`config.mk`:
```
export PLATFORM = sky130hd
export DESIGN_NAME = pipe_int_ctrl_flat
export DESIGN_NICKNAME = d
export VERILOG_FILES = /design/src/rtl/pipe_int_ctrl_if.sv /design/src/rtl/pipe_int_ctrl.sv /design/src/flat_wrapper.sv
export SDC_FILE = /design/constraint.sdc
export NUM_CORES = 1
export LEC_CHECK = 0
export CAP_MARGIN = 20
export CORE_MARGIN = 2
export CORE_UTILIZATION = 41
export CTS_BUF_LIST = sky130_fd_sc_hd__clkbuf_4 sky130_fd_sc_hd__clkbuf_8
export CTS_CLUSTER_DIAMETER = 60
export DETAILED_ROUTE_END_ITERATION = 8
export GPL_ROUTABILITY_DRIVEN = 0
export PLACE_DENSITY = 0.82
export SLEW_MARGIN = 40
export SYNTH_ARGS = -nofsm -noshare
export SYNTH_HDL_FRONTEND = slang
export SYNTH_SLANG_ARGS = --single-unit
```
`constraint.sdc`:
```
create_clock -name clk -period 1.9 [get_ports clk]
set_clock_uncertainty 0.05 [all_clocks]
set_input_delay 0.38 -clock clk [delete_from_list [all_inputs] [get_ports clk]]
set_output_delay 0.38 -clock clk [all_outputs]
set_load 0.1 [all_outputs]
```
`src/rtl/pipe_int_ctrl_if.sv`:
```
// Control bundle between the pipeline sequencer and the CPU datapath.
// The master side is the sequencer: it reads hazard/status information
// and drives the stage-register enables, flushes and next-PC select.
interface pipe_int_ctrl_if;

  // Hazard and status information from decode / execute / memory
  logic [4:0] id_rs;
  logic [4:0] id_rt;
  logic       id_uses_rs;
  logic       id_uses_rt;
  logic       id_eret;
  logic       ex_memread;
  logic [4:0] ex_rd;
  logic       ex_branch_taken;
  logic       idex_valid;
  logic       mem_stall;
  logic       int_req;
  logic       int_en;

  // Stage-register and PC controls
  logic       pc_we;
  logic       ifid_we;
  logic       idex_we;
  logic       exmem_we;
  logic       memwb_we;
  logic       ifid_flush;
  logic       idex_flush;
  logic [1:0] pc_src;
  logic       epc_we;
  logic       epc_src;
  logic       int_ack;
  logic       in_isr;

  // Sequencer side
  modport master (
    input  id_rs, id_rt, id_uses_rs, id_uses_rt, id_eret,
           ex_memread, ex_rd, ex_branch_taken, idex_valid,
           mem_stall, int_req, int_en,
    output pc_we, ifid_we, idex_we, exmem_we, memwb_we,
           ifid_flush, idex_flush, pc_src, epc_we, epc_src,
           int_ack, in_isr
  );

  // Datapath side
  modport slave (
    output id_rs, id_rt, id_uses_rs, id_uses_rt, id_eret,
           ex_memread, ex_rd, ex_branch_taken, idex_valid,
           mem_stall, int_req, int_en,
    input  pc_we, ifid_we, idex_we, exmem_we, memwb_we,
           ifid_flush, idex_flush, pc_src, epc_we, epc_src,
           int_ack, in_isr
  );

endinterface

```
`src/rtl/pipe_int_ctrl.sv`:
```
// Pipeline sequencer for the 5-stage interrupt-capable CPU.
// Arbitrates memory stalls, branch redirects, load-use bubbles, interrupt
// entry (drain the back end, then vector) and ERET return. All controls are
// combinational from the registered sequencer state and the hazard inputs.
module pipe_int_ctrl #(
  // Unstalled cycles between interrupt acceptance and vectoring (1..15)
  parameter int unsigned DRAIN_CYCLES = 2
) (
  input  logic           clk,
  input  logic           rst,
  pipe_int_ctrl_if.master bus
);

  typedef enum logic [1:0] {
    ST_RUN,
    ST_DRAIN,
    ST_VECTOR
  } state_t;

  typedef enum logic [1:0] {
    PC_SEQ    = 2'b00,  // PC + 4
    PC_BRANCH = 2'b01,  // resolved branch/jump target
    PC_VECTOR = 2'b10,  // interrupt vector
    PC_EPC    = 2'b11   // return address saved at interrupt entry
  } pc_src_t;

  typedef struct packed {
    logic    pc_we;
    logic    ifid_we;
    logic    idex_we;
    logic    exmem_we;
    logic    memwb_we;
    logic    ifid_flush;
    logic    idex_flush;
    pc_src_t pc_src;
    logic    epc_we;
    logic    epc_src;
    logic    int_ack;
  } ctrl_t;

  // Free-running pipeline: every register advances, nothing is squashed.
  localparam ctrl_t CTRL_IDLE = '{
    pc_we:      1'b1,
    ifid_we:    1'b1,
    idex_we:    1'b1,
    exmem_we:   1'b1,
    memwb_we:   1'b1,
    ifid_flush: 1'b0,
    idex_flush: 1'b0,
    pc_src:     PC_SEQ,
    epc_we:     1'b0,
    epc_src:    1'b0,
    int_ack:    1'b0
  };

  // Whole pipeline frozen while data memory is not ready.
  localparam ctrl_t CTRL_FREEZE = '{
    pc_we:      1'b0,
    ifid_we:    1'b0,
    idex_we:    1'b0,
    exmem_we:   1'b0,
    memwb_we:   1'b0,
    ifid_flush: 1'b0,
    idex_flush: 1'b0,
    pc_src:     PC_SEQ,
    epc_we:     1'b0,
    epc_src:    1'b0,
    int_ack:    1'b0
  };

  // The counter counts down to zero, so DRAIN_CYCLES drain cycles need a
  // start value one lower.
  localparam logic [3:0] DRAIN_LOAD = 4'(DRAIN_CYCLES - 1);

  state_t     state_q, state_d;
  logic [3:0] cnt_q, cnt_d;
  logic       in_isr_q, in_isr_d;
  ctrl_t      ctrl;

  logic rs_hit;
  logic rt_hit;
  logic load_use;
  logic int_pending;
  logic eret_return;

  // Hazard and event decode for the instruction pair in ID / EX.
  // Register 0 is hardwired to zero, so a load targeting it never forwards
  // a real value and needs no bubble.
  assign rs_hit      = bus.id_uses_rs && (bus.id_rs == bus.ex_rd);
  assign rt_hit      = bus.id_uses_rt && (bus.id_rt == bus.ex_rd);
  assign load_use    = bus.ex_memread && (bus.ex_rd != 5'd0) && (rs_hit || rt_hit);
  assign int_pending = bus.int_req && bus.int_en && !in_isr_q;
  // ERET outside a handler has nothing to return to and is ignored.
  assign eret_return = bus.id_eret && in_isr_q;

  // Sequencer state register: FSM, drain counter and handler-active flag.
  // NOTE: non-blocking assignments here so every register samples the
  // pre-edge values of the others, independent of statement order.
  always_ff @(posedge clk or posedge rst) begin
    if (rst) begin
      state_q  <= ST_RUN;
      cnt_q    <= 4'd0;
      in_isr_q <= 1'b0;
    end else begin
      state_q  <= state_d;
      cnt_q    <= cnt_d;
      in_isr_q <= in_isr_d;
    end
  end

  // Next-state and control decode, highest priority first.
  // NOTE: every signal written here gets a default before any branch, so no
  // path leaves one unassigned and no latch can be inferred.
  always_comb begin
    ctrl     = CTRL_IDLE;
    state_d  = state_q;
    cnt_d    = cnt_q;
    in_isr_d = in_isr_q;

    if (bus.mem_stall) begin
      // Nothing moves, including the sequencer itself.
      ctrl = CTRL_FREEZE;
    end else begin
      unique case (state_q)
        ST_RUN: begin
          if (bus.ex_branch_taken) begin
            // Redirect wins; a pending interrupt waits one cycle so the
            // saved EPC never names a wrong-path instruction.
            ctrl.pc_src     = PC_BRANCH;
            ctrl.ifid_flush = 1'b1;
            ctrl.idex_flush = 1'b1;
          end else if (int_pending) begin
            // Save the oldest not-yet-executed instruction's PC: the one in
            // ID/EX if real, otherwise the one in IF/ID.
            ctrl.epc_we     = 1'b1;
            ctrl.epc_src    = !bus.idex_valid;
            ctrl.ifid_flush = 1'b1;
            ctrl.idex_flush = 1'b1;
            ctrl.pc_we      = 1'b0;
            cnt_d           = DRAIN_LOAD;
            state_d         = ST_DRAIN;
          end else if (eret_return) begin
            ctrl.pc_src     = PC_EPC;
            ctrl.ifid_flush = 1'b1;
            in_isr_d        = 1'b0;
          end else if (load_use) begin
            // Hold PC and IF/ID, insert a bubble into EX.
            ctrl.pc_we      = 1'b0;
            ctrl.ifid_we    = 1'b0;
            ctrl.idex_flush = 1'b1;
          end
        end

        ST_DRAIN: begin
          // Front end stays squashed while EX/MEM and MEM/WB retire.
          ctrl.pc_we      = 1'b0;
          ctrl.ifid_flush = 1'b1;
          ctrl.idex_flush = 1'b1;
          if (cnt_q == 4'd0) begin
            state_d = ST_VECTOR;
          end else begin
            cnt_d = cnt_q - 4'd1;
          end
        end

        ST_VECTOR: begin
          // Single cycle: load the vector, acknowledge, mask further entry.
          ctrl.pc_src     = PC_VECTOR;
          ctrl.pc_we      = 1'b1;
          ctrl.int_ack    = 1'b1;
          ctrl.ifid_flush = 1'b1;
          in_isr_d        = 1'b1;
          state_d         = ST_RUN;
        end

        default: begin
          state_d = ST_RUN;
        end
      endcase
    end
  end

  // Drive the bundle.
  assign bus.pc_we      = ctrl.pc_we;
  assign bus.ifid_we    = ctrl.ifid_we;
  assign bus.idex_we    = ctrl.idex_we;
  assign bus.exmem_we   = ctrl.exmem_we;
  assign bus.memwb_we   = ctrl.memwb_we;
  assign bus.ifid_flush = ctrl.ifid_flush;
  assign bus.idex_flush = ctrl.idex_flush;
  assign bus.pc_src     = ctrl.pc_src;
  assign bus.epc_we     = ctrl.epc_we;
  assign bus.epc_src    = ctrl.epc_src;
  assign bus.int_ack    = ctrl.int_ack;
  assign bus.in_isr     = in_isr_q;

endmodule

```
`src/flat_wrapper.sv`:
```
// flat-port wrapper written by rule: the top's interface ports become plain ports
module pipe_int_ctrl_flat 
#(
                                                                        
  parameter int unsigned DRAIN_CYCLES = 2
)
  (clk, rst, bus_id_rs, bus_id_rt, bus_id_uses_rs, bus_id_uses_rt, bus_id_eret, bus_ex_memread, bus_ex_rd, bus_ex_branch_taken, bus_idex_valid, bus_mem_stall, bus_int_req, bus_int_en, bus_pc_we, bus_ifid_we, bus_idex_we, bus_exmem_we, bus_memwb_we, bus_ifid_flush, bus_idex_flush, bus_pc_src, bus_epc_we, bus_epc_src, bus_int_ack, bus_in_isr);
  pipe_int_ctrl_if bus_i ();
  input  logic clk;
  input  logic rst;
  input wire logic [$bits(bus_i.id_rs)-1:0] bus_id_rs;
  input wire logic [$bits(bus_i.id_rt)-1:0] bus_id_rt;
  input wire logic [$bits(bus_i.id_uses_rs)-1:0] bus_id_uses_rs;
  input wire logic [$bits(bus_i.id_uses_rt)-1:0] bus_id_uses_rt;
  input wire logic [$bits(bus_i.id_eret)-1:0] bus_id_eret;
  input wire logic [$bits(bus_i.ex_memread)-1:0] bus_ex_memread;
  input wire logic [$bits(bus_i.ex_rd)-1:0] bus_ex_rd;
  input wire logic [$bits(bus_i.ex_branch_taken)-1:0] bus_ex_branch_taken;
  input wire logic [$bits(bus_i.idex_valid)-1:0] bus_idex_valid;
  input wire logic [$bits(bus_i.mem_stall)-1:0] bus_mem_stall;
  input wire logic [$bits(bus_i.int_req)-1:0] bus_int_req;
  input wire logic [$bits(bus_i.int_en)-1:0] bus_int_en;
  output wire logic [$bits(bus_i.pc_we)-1:0] bus_pc_we;
  output wire logic [$bits(bus_i.ifid_we)-1:0] bus_ifid_we;
  output wire logic [$bits(bus_i.idex_we)-1:0] bus_idex_we;
  output wire logic [$bits(bus_i.exmem_we)-1:0] bus_exmem_we;
  output wire logic [$bits(bus_i.memwb_we)-1:0] bus_memwb_we;
  output wire logic [$bits(bus_i.ifid_flush)-1:0] bus_ifid_flush;
  output wire logic [$bits(bus_i.idex_flush)-1:0] bus_idex_flush;
  output wire logic [$bits(bus_i.pc_src)-1:0] bus_pc_src;
  output wire logic [$bits(bus_i.epc_we)-1:0] bus_epc_we;
  output wire logic [$bits(bus_i.epc_src)-1:0] bus_epc_src;
  output wire logic [$bits(bus_i.int_ack)-1:0] bus_int_ack;
  output wire logic [$bits(bus_i.in_isr)-1:0] bus_in_isr;
  assign bus_i.id_rs = bus_id_rs;
  assign bus_i.id_rt = bus_id_rt;
  assign bus_i.id_uses_rs = bus_id_uses_rs;
  assign bus_i.id_uses_rt = bus_id_uses_rt;
  assign bus_i.id_eret = bus_id_eret;
  assign bus_i.ex_memread = bus_ex_memread;
  assign bus_i.ex_rd = bus_ex_rd;
  assign bus_i.ex_branch_taken = bus_ex_branch_taken;
  assign bus_i.idex_valid = bus_idex_valid;
  assign bus_i.mem_stall = bus_mem_stall;
  assign bus_i.int_req = bus_int_req;
  assign bus_i.int_en = bus_int_en;
  assign bus_pc_we = bus_i.pc_we;
  assign bus_ifid_we = bus_i.ifid_we;
  assign bus_idex_we = bus_i.idex_we;
  assign bus_exmem_we = bus_i.exmem_we;
  assign bus_memwb_we = bus_i.memwb_we;
  assign bus_ifid_flush = bus_i.ifid_flush;
  assign bus_idex_flush = bus_i.idex_flush;
  assign bus_pc_src = bus_i.pc_src;
  assign bus_epc_we = bus_i.epc_we;
  assign bus_epc_src = bus_i.epc_src;
  assign bus_int_ack = bus_i.int_ack;
  assign bus_in_isr = bus_i.in_isr;
  pipe_int_ctrl #(.DRAIN_CYCLES(DRAIN_CYCLES)) u_core (.clk(clk), .rst(rst), .bus(bus_i));
endmodule
```
==> results of run 1 <==
## per-stage QoR
stage | setup slack (ns) | TNS, ns
3_3_place_gp | -0.504 | -2.80
3_5_place_dp | -0.535 | -3.80
2_1_floorplan | -0.796 | -3.34
## logic make-up after synthesis
group           count (synthesis)
flops                           7
buf+inv                        12
fa+ha+maj                       6
simple gates                   25
compound gates                 25
xor+xnor                       10
mux                             1
## cell usage after synthesis, types with 2 or more instances
master,instances,area share
nor2b_1,2,0.016
nand4_1,2,0.016
nor2_1,3,0.015
nand3b_1,4,0.039
nor3_1,4,0.026
xnor2_1,10,0.11
dfrtp_1,7,0.23
nand2_1,3,0.015
buf_4,2,0.020
a21oi_1,6,0.039
inv_1,9,0.044
a31oi_1,5,0.041
ha_1,6,0.098
a21bo_2,2,0.026
o21ai_0,2,0.013
==> impl_metrics.yaml, run 1 <==
yosys:
  netlist_instances: 86
  synth_ff_type: "dfrtp_1"
  synth.distinct_cells: 34
  netlist_area_sq_um: 763
  synth_warnings: 0
  synth_compound_area_frac: 0.241
  yosys.area_share.simple: 0.233
  synth_adder_area_share: 0.0984
  synth_fp_nets: 118
  ys_seq_area_frac: 0.230
  yosys_register_bits: 7
  synth_edf_count: 0
  syn_area_per_cell_sq_um: 8.87
  synthXorXnorAreaFrac: 0.115
  synth.area.mux_share: 0.0131
  synth_top_family_by_area: "compound AO/OA/AOI/OAI gates"
  async_flop_share: 1.00
run_status:
  failing_step: "4_1_cts"
  status: "did not finish"
  error: "[ERROR DPL-0038] Utilization greater than 100%, impossible to legalize"
floorplan:
  die_w_microns: 47.1
  initial_core_util: 0.437
  rows: 15
  die_h_microns: 47.1
  io_pins: 39
clock_tree:
  clock-sinks: 7
  ctsHtreeMaxLevel: 1
  clockBufferDepth: 2
  root_buffer: "clkbuf_4"
  cts.repair.resized: 56
  cts-buffers-inserted: 3
  post_cts_buffers: 11
  holdBufCountCts: 0
place:
  io_buffers: 38
  dp.cells: 173
  dpl_cell_area_sq_um: 1650
  place_hpwl_microns: 2800
==> run 2: changes to the inputs <==
Settings changed: CORE_AREA set to 2 2 63 65, CORE_MARGIN 2 to not set, CORE_UTILIZATION 41 to not set, CTS_BUF_LIST sky130_fd_sc_hd__clkbuf_4 sky130_fd_sc_hd__clkbuf_8 to not set, CTS_CLUSTER_DIAMETER 60 to not set, DIE_AREA set to 0 0 65 67, PLACE_DENSITY 0.82 to not set, PLACE_DENSITY_LB_ADDON set to 0.15.
==> run 2 against run 1 <==
The flow now finishes, with violations (negative setup slack). Area after synthesis stayed put. Synthesized cell count did not move.
==> impl_metrics.yaml, run 2 <==
run_status:
  status: "finished, violations left"
  failed_checks: "negative setup slack"
clock_tree:
  root_buffer: "clkbuf_8"
  ctsHtreeMaxLevel: 1
  clock-sinks: 7
  clockBufferDepth: 2
  path_clk_slew_ns: 0.05
  cts_tree: "yes"
  cts-buffers-inserted: 3
  holdBufCountCts: 0
  clk_latency_ns: 0.23
cells_and_area:
  layout.nets: 192
  design_area_sq_um: 1830
  mostFrequentLayoutCells: "buf_4, dlygate4sd2_1, buf_12, xnor2_1, buf_6"
  final_util: 0.507
  n_antenna_cell: 0
  largest_reg_flops: 4
  drive_above_1_share: 0.541
  syn2layout_area_growth_pct: 139
  regMostFlops: "u_core.cnt_q"
  final_cells: 207
  final_common_cell: "buf_4"
yosys:
  synth_ff_type: "dfrtp_1"
  synth_fp_nets: 118
  synth.distinct_cells: 34
  synth_warnings: 0
  netlist_instances: 86
  syn_area_per_cell_sq_um: 8.87
  ys_seq_area_frac: 0.230
  synth.area.top_cells: "dfrtp_1, xnor2_1, ha_1"
  yosys_register_bits: 7
  synth_most_common_cell: "xnor2_1"
  synthDominantCellAreaShare: 0.230
  synth_commonest_cells: "xnor2_1, inv_1, dfrtp_1, a21oi_1, ha_1"
  synth_area_leader_cell: "dfrtp_1"
  async_flop_share: 1.00
  synth_edf_count: 0
  netlist_area_sq_um: 763
global_routing:
  overflow: 0
  grt_pass1_wl_microns: 4510
  grt_usage: 0.136
  first_global_vias: 1007
  grt_antenna_before_repair: 0
  grt_max_degree: 9
routing:
  dr_total_vias: 937
  routedWlPerCell_microns: 12.7
  wl_microns: 2630
  drc_errors: 0
  dr.pass1.iters: 4
  ant_nets: 0
  vias_per_cell: 4.53
  drt_iter0_drc: 41
power_and_ir_drop:
  power.density_nw_per_um2: 1120
  p_leak_nw: 0.757
  finalPower_mw: 2.05
  irDropWorstVdd_v: 0.000743
critical_path:
  cp_slowest_cell: "dfrtp_1"
  worst-r2r-cell-count: 6
  rrSetupSlack_ns: 0.10
  end_kind: "output pin"
  arrival_ns: 1.64
  crit_chain: "inv_2, ha_4, nand2b_4, buf_6, nor4_4, buf_12"
  r2r-end: "u_core.cnt_q[3]"
  required_ns: 1.47
  r2r-start: "u_core.bus.in_isr"
  critPathLaunchType: "register"
  critPathMaxStageDelay_ns: 0.42
  crit_family: "buffers and inverters"
  cp.buffers_inverters: 3
  crit_type: "reg -> out"
  crit_fanout: 6
sta:
  hold_viol: 0
  setup_ws_ns: -0.167
  fin_crit_ns: 2.07
  fmax_ghz: 0.484
  rsz0062_at_grt: "true"
  worst_pin_slew_ns: 0.369
  setup_viol: 8
  slew_headroom: 0.753
  post-route-period-util: 1.09
  drv_slew: 0
floorplan:
  core-area_sq_um: 3610
  dieArea_sq_um: 4360
  rows: 22
  die_h_microns: 67
  die_w_microns: 65
  io_pins: 39
  initial_core_util: 0.212
place:
  dpl_cell_area_sq_um: 1670
  dp.cells: 197
  place_hpwl_microns: 2190
  io_buffers: 38
run:
  maxCapViolCount: 0
worst_hold_path:
  hold_class: "in -> async"
## run 2: worst max-delay path by stage
stage	startpoint	to	cells past startpoint
floorplan	u_core.bus.in_isr	bus_epc_src	2
global placement	bus_ex_rd[1]	bus_ifid_we	5
detailed placement	bus_ex_rd[1]	bus_ifid_we	5
CTS	bus_ex_rd[3]	bus_idex_flush	5
global route	u_core.state_q[0]	bus_ifid_flush	7
finish	u_core.state_q[0]	bus_epc_src	6
## run 2: kinds of logic (layout without fill, tap and decap cells)
logic type | count (synthesis) | count (layout) | share of synthesized area
adder cells (fa/ha/maj) | 6 | 6 | 0.0984
buffers and inverters | 12 | 85 | 0.0705
multiplexers | 1 | 1 | 0.0131
flip-flops | 7 | 7 | 0.230
XOR/XNOR | 10 | 10 | 0.115
AO/OA/AOI/OAI | 25 | 25 | 0.241
AND/OR/NAND/NOR | 25 | 25 | 0.233
## run 2: layout make-up
class | count | area [sq um]
Fill cell | 321 | 1780
Timing Repair Buffer | 72 | 758
Multi-Input combinational cell | 67 | 744
Sequential cell | 7 | 179
Tap cell | 48 | 60.1
Clock buffer | 4 | 45.0
Inverter | 9 | 40.0
## run 2: report_power, final
part | total (mW) | switching [mW] | internal, mW
clock network | 0.214 | 0.0681 | 0.145
logic | 1.58 | 0.858 | 0.723
registers | 0.252 | 0.0487 | 0.204
## run 2: per-stage QoR
stage | TNS [ns] | worst slack [ns] | hold slack [ns]
floorplan | -3.34 | -0.796 | 0.133
global placement | -3.71 | -0.515 | 0.461
detailed placement | -3.89 | -0.543 | 0.475
CTS | -0.909 | -0.189 | 0.338
global route | -1.34 | -0.225 | 0.365
finish | -0.895 | -0.167 | 0.334
## run 2: worst register-to-register path: cells and delay by family (launching register included)
family                 cells  cell delay, ns
flip-flops                 1            0.47
buffers and inverters      2            0.31
AO/OA/AOI/OAI              3            0.63
AND/OR/NAND/NOR            1            0.21
## run 2: metal layers
layer | vias up | part of all wire | track usage
li1 | 463 | - | -
met1 | 446 | 0.42 | 0.161
met2 | 22 | 0.53 | 0.246
met3 | 6 | 0.038 | 0.0220
met4 | 0 | 0.014 | 0.0479
met5 | - | 0 | 0
## run 2: repair_timing
item	4_1_cts	5_1_grt
setup buffers	6	1
gates resized for setup	43	10
pin swaps	23	10
setup endpoints to repair	12	13
Power figures use the tool's default switching activity.
==> run 3: changes to the inputs <==
Clock period 1.9 ns to 1.8 ns, I/O delays scaled along.
==> run 3 against run 2 <==
The run still ends with negative setup slack left. First-iteration DRC count is 85% lower. Total power increased by 11%. Critical path depth down 1. Setup slack worse by 0.078 ns. Sequential share of layout area down 0.40 points. Register-to-register slack worse by 0.05 ns. Combinational power grew 13%. Sequential power increased by 2%. Wire length rose by 8.8%. Non-clock buffer count increased by 8. Largest cell class unchanged.
==> impl_metrics.yaml, run 3 (synthesis gave the netlist of run 2 again) <==
clock_tree:
  cts-buffers-inserted: 3
  path_clk_slew_ns: 0.04
  ctsHtreeMaxLevel: 1
  root_buffer: "clkbuf_8"
  cts_tree: "yes"
  holdBufCountCts: 0
  clock-sinks: 7
  clk_latency_ns: 0.22
  clockBufferDepth: 2
critical_path:
  rrSetupSlack_ns: 0.05
  critPathMaxStageDelay_ns: 0.40
  arrival_ns: 1.64
  required_ns: 1.39
  critPathLaunchType: "input pin"
  end_kind: "output pin"
  worst-r2r-cell-count: 7
  cp_slowest_cell: "o311a_4"
  crit_family: "compound AO/OA/AOI/OAI gates"
  crit_type: "in -> out"
  cp_num_cells: 5
  cp.buffers_inverters: 2
  crit_fanout: 3
  crit_chain: "buf_6, or3_4, o311a_4, a31o_4, buf_12"
routing:
  drc_errors: 0
  dr_total_vias: 961
  vias_per_cell: 4.47
  wl_microns: 2860
  ant_nets: 0
  routedWlPerCell_microns: 13.3
  dr.pass1.iters: 4
  drt_iter0_drc: 6
sta:
  drv_slew: 0
  setup_ws_ns: -0.245
  fin_setup_tns_ns: -1.37
  hold_viol: 0
  slew_headroom: 0.777
  fmax_ghz: 0.489
  fin_crit_ns: 2.05
  worst_pin_slew_ns: 0.332
  post-route-period-util: 1.14
  rsz0062_at_grt: "true"
  setup_viol: 9
global_routing:
  grt_antenna_before_repair: 0
  overflow: 0
  grt_usage: 0.142
  first_global_vias: 1043
  grt_max_degree: 8
  grt_pass1_wl_microns: 4750
floorplan:
  die_w_microns: 65
  core-area_sq_um: 3610
  die_h_microns: 67
  rows: 22
  dieArea_sq_um: 4360
  io_pins: 39
  initial_core_util: 0.212
power_and_ir_drop:
  irDropWorstVdd_v: 0.000635
  p_leak_nw: 0.795
  power.density_nw_per_um2: 1190
cells_and_area:
  final_util: 0.528
  drive_above_1_share: 0.575
  mostFrequentLayoutCells: "buf_4, dlygate4sd2_1, buf_12, xnor2_1, buf_6"
  final_common_cell: "buf_4"
  layout.nets: 200
  syn2layout_area_growth_pct: 150
  nFillCells: 341
  n_antenna_cell: 0
  largest_reg_flops: 4
  regMostFlops: "u_core.cnt_q"
run:
  maxCapViolCount: 0
place:
  io_buffers: 38
  place_hpwl_microns: 2390
  place_ws_ns: -0.616
worst_hold_path:
  hold_class: "in -> async"
run_status:
  failed_checks: "negative setup slack"
  status: "finished, violations left"
==> run 3: cell types whose count changed in the layout (fill, tap and decap cells not counted), moves of 2 or more <==
cell / previous run / this run
a21oi_1: 6 / 4
a21oi_2: 0 / 2
buf_4: 29 / 37
inv_2: 2 / 4
==> run 3: worst paths after layout <==
kind | start | end
worst max register to register | u_core.bus.in_isr | u_core.cnt_q[1]
worst max-delay path | bus_ex_rd[3] | bus_idex_flush
max in group asynchronous | rst | u_core.bus.in_isr
min in group clk | u_core.cnt_q[0] | u_core.cnt_q[0]
worst min-delay path | rst | u_core.cnt_q[0]
worst min register to register | u_core.cnt_q[0] | u_core.cnt_q[0]
==> run 3: repair_timing <==
action                                  in CTS  in global routing
hold endpoints to repair                     0                  0
setup buffers                                8                  2
resized for setup                           46                 10
pin swaps                                   24                  7
endpoints found under the setup margin      16                 14
==> run 3: final cells by class <==
class | count | area, sq um | share of cell area
Clock buffer | 4 | 45.0 | 0.0237
Inverter | 9 | 37.5 | 0.0197
Multi-Input combinational cell | 67 | 748 | 0.393
Sequential cell | 7 | 179 | 0.0940
Tap cell | 48 | 60.1 | 0.0315
Timing Repair Buffer | 80 | 835 | 0.438
==> run 3: metal layers <==
layer / part of all wire / track usage / routed length [microns]
met2: 0.55 / 0.281 / 1570
met4: 0 / 0.0346 / 0
met3: 0.028 / 0.0135 / 79
met5: 0 / 0 / 0
met1: 0.42 / 0.161 / 1210
==> run 3: per-stage QoR <==
stage / instances / hold WS, ns / power [mW] / instance area (sq um)
floorplan: 86 / 0.113 / 1.22 / 950
global placement: 203 / 0.451 / 1.84 / 1730
detailed placement: 203 / 0.462 / 1.87 / 1730
CTS: 213 / 0.332 / 2.27 / 1870
global route: 215 / 0.363 / 2.41 / 1900
finish: 215 / 0.323 / 2.26 / 1900
==> run 3: where the power goes <==
part / internal, mW / switching, mW
combinational: 0.841 / 0.947
sequential: 0.215 / 0.0428
clock: 0.153 / 0.0659
total: 1.21 / 1.06
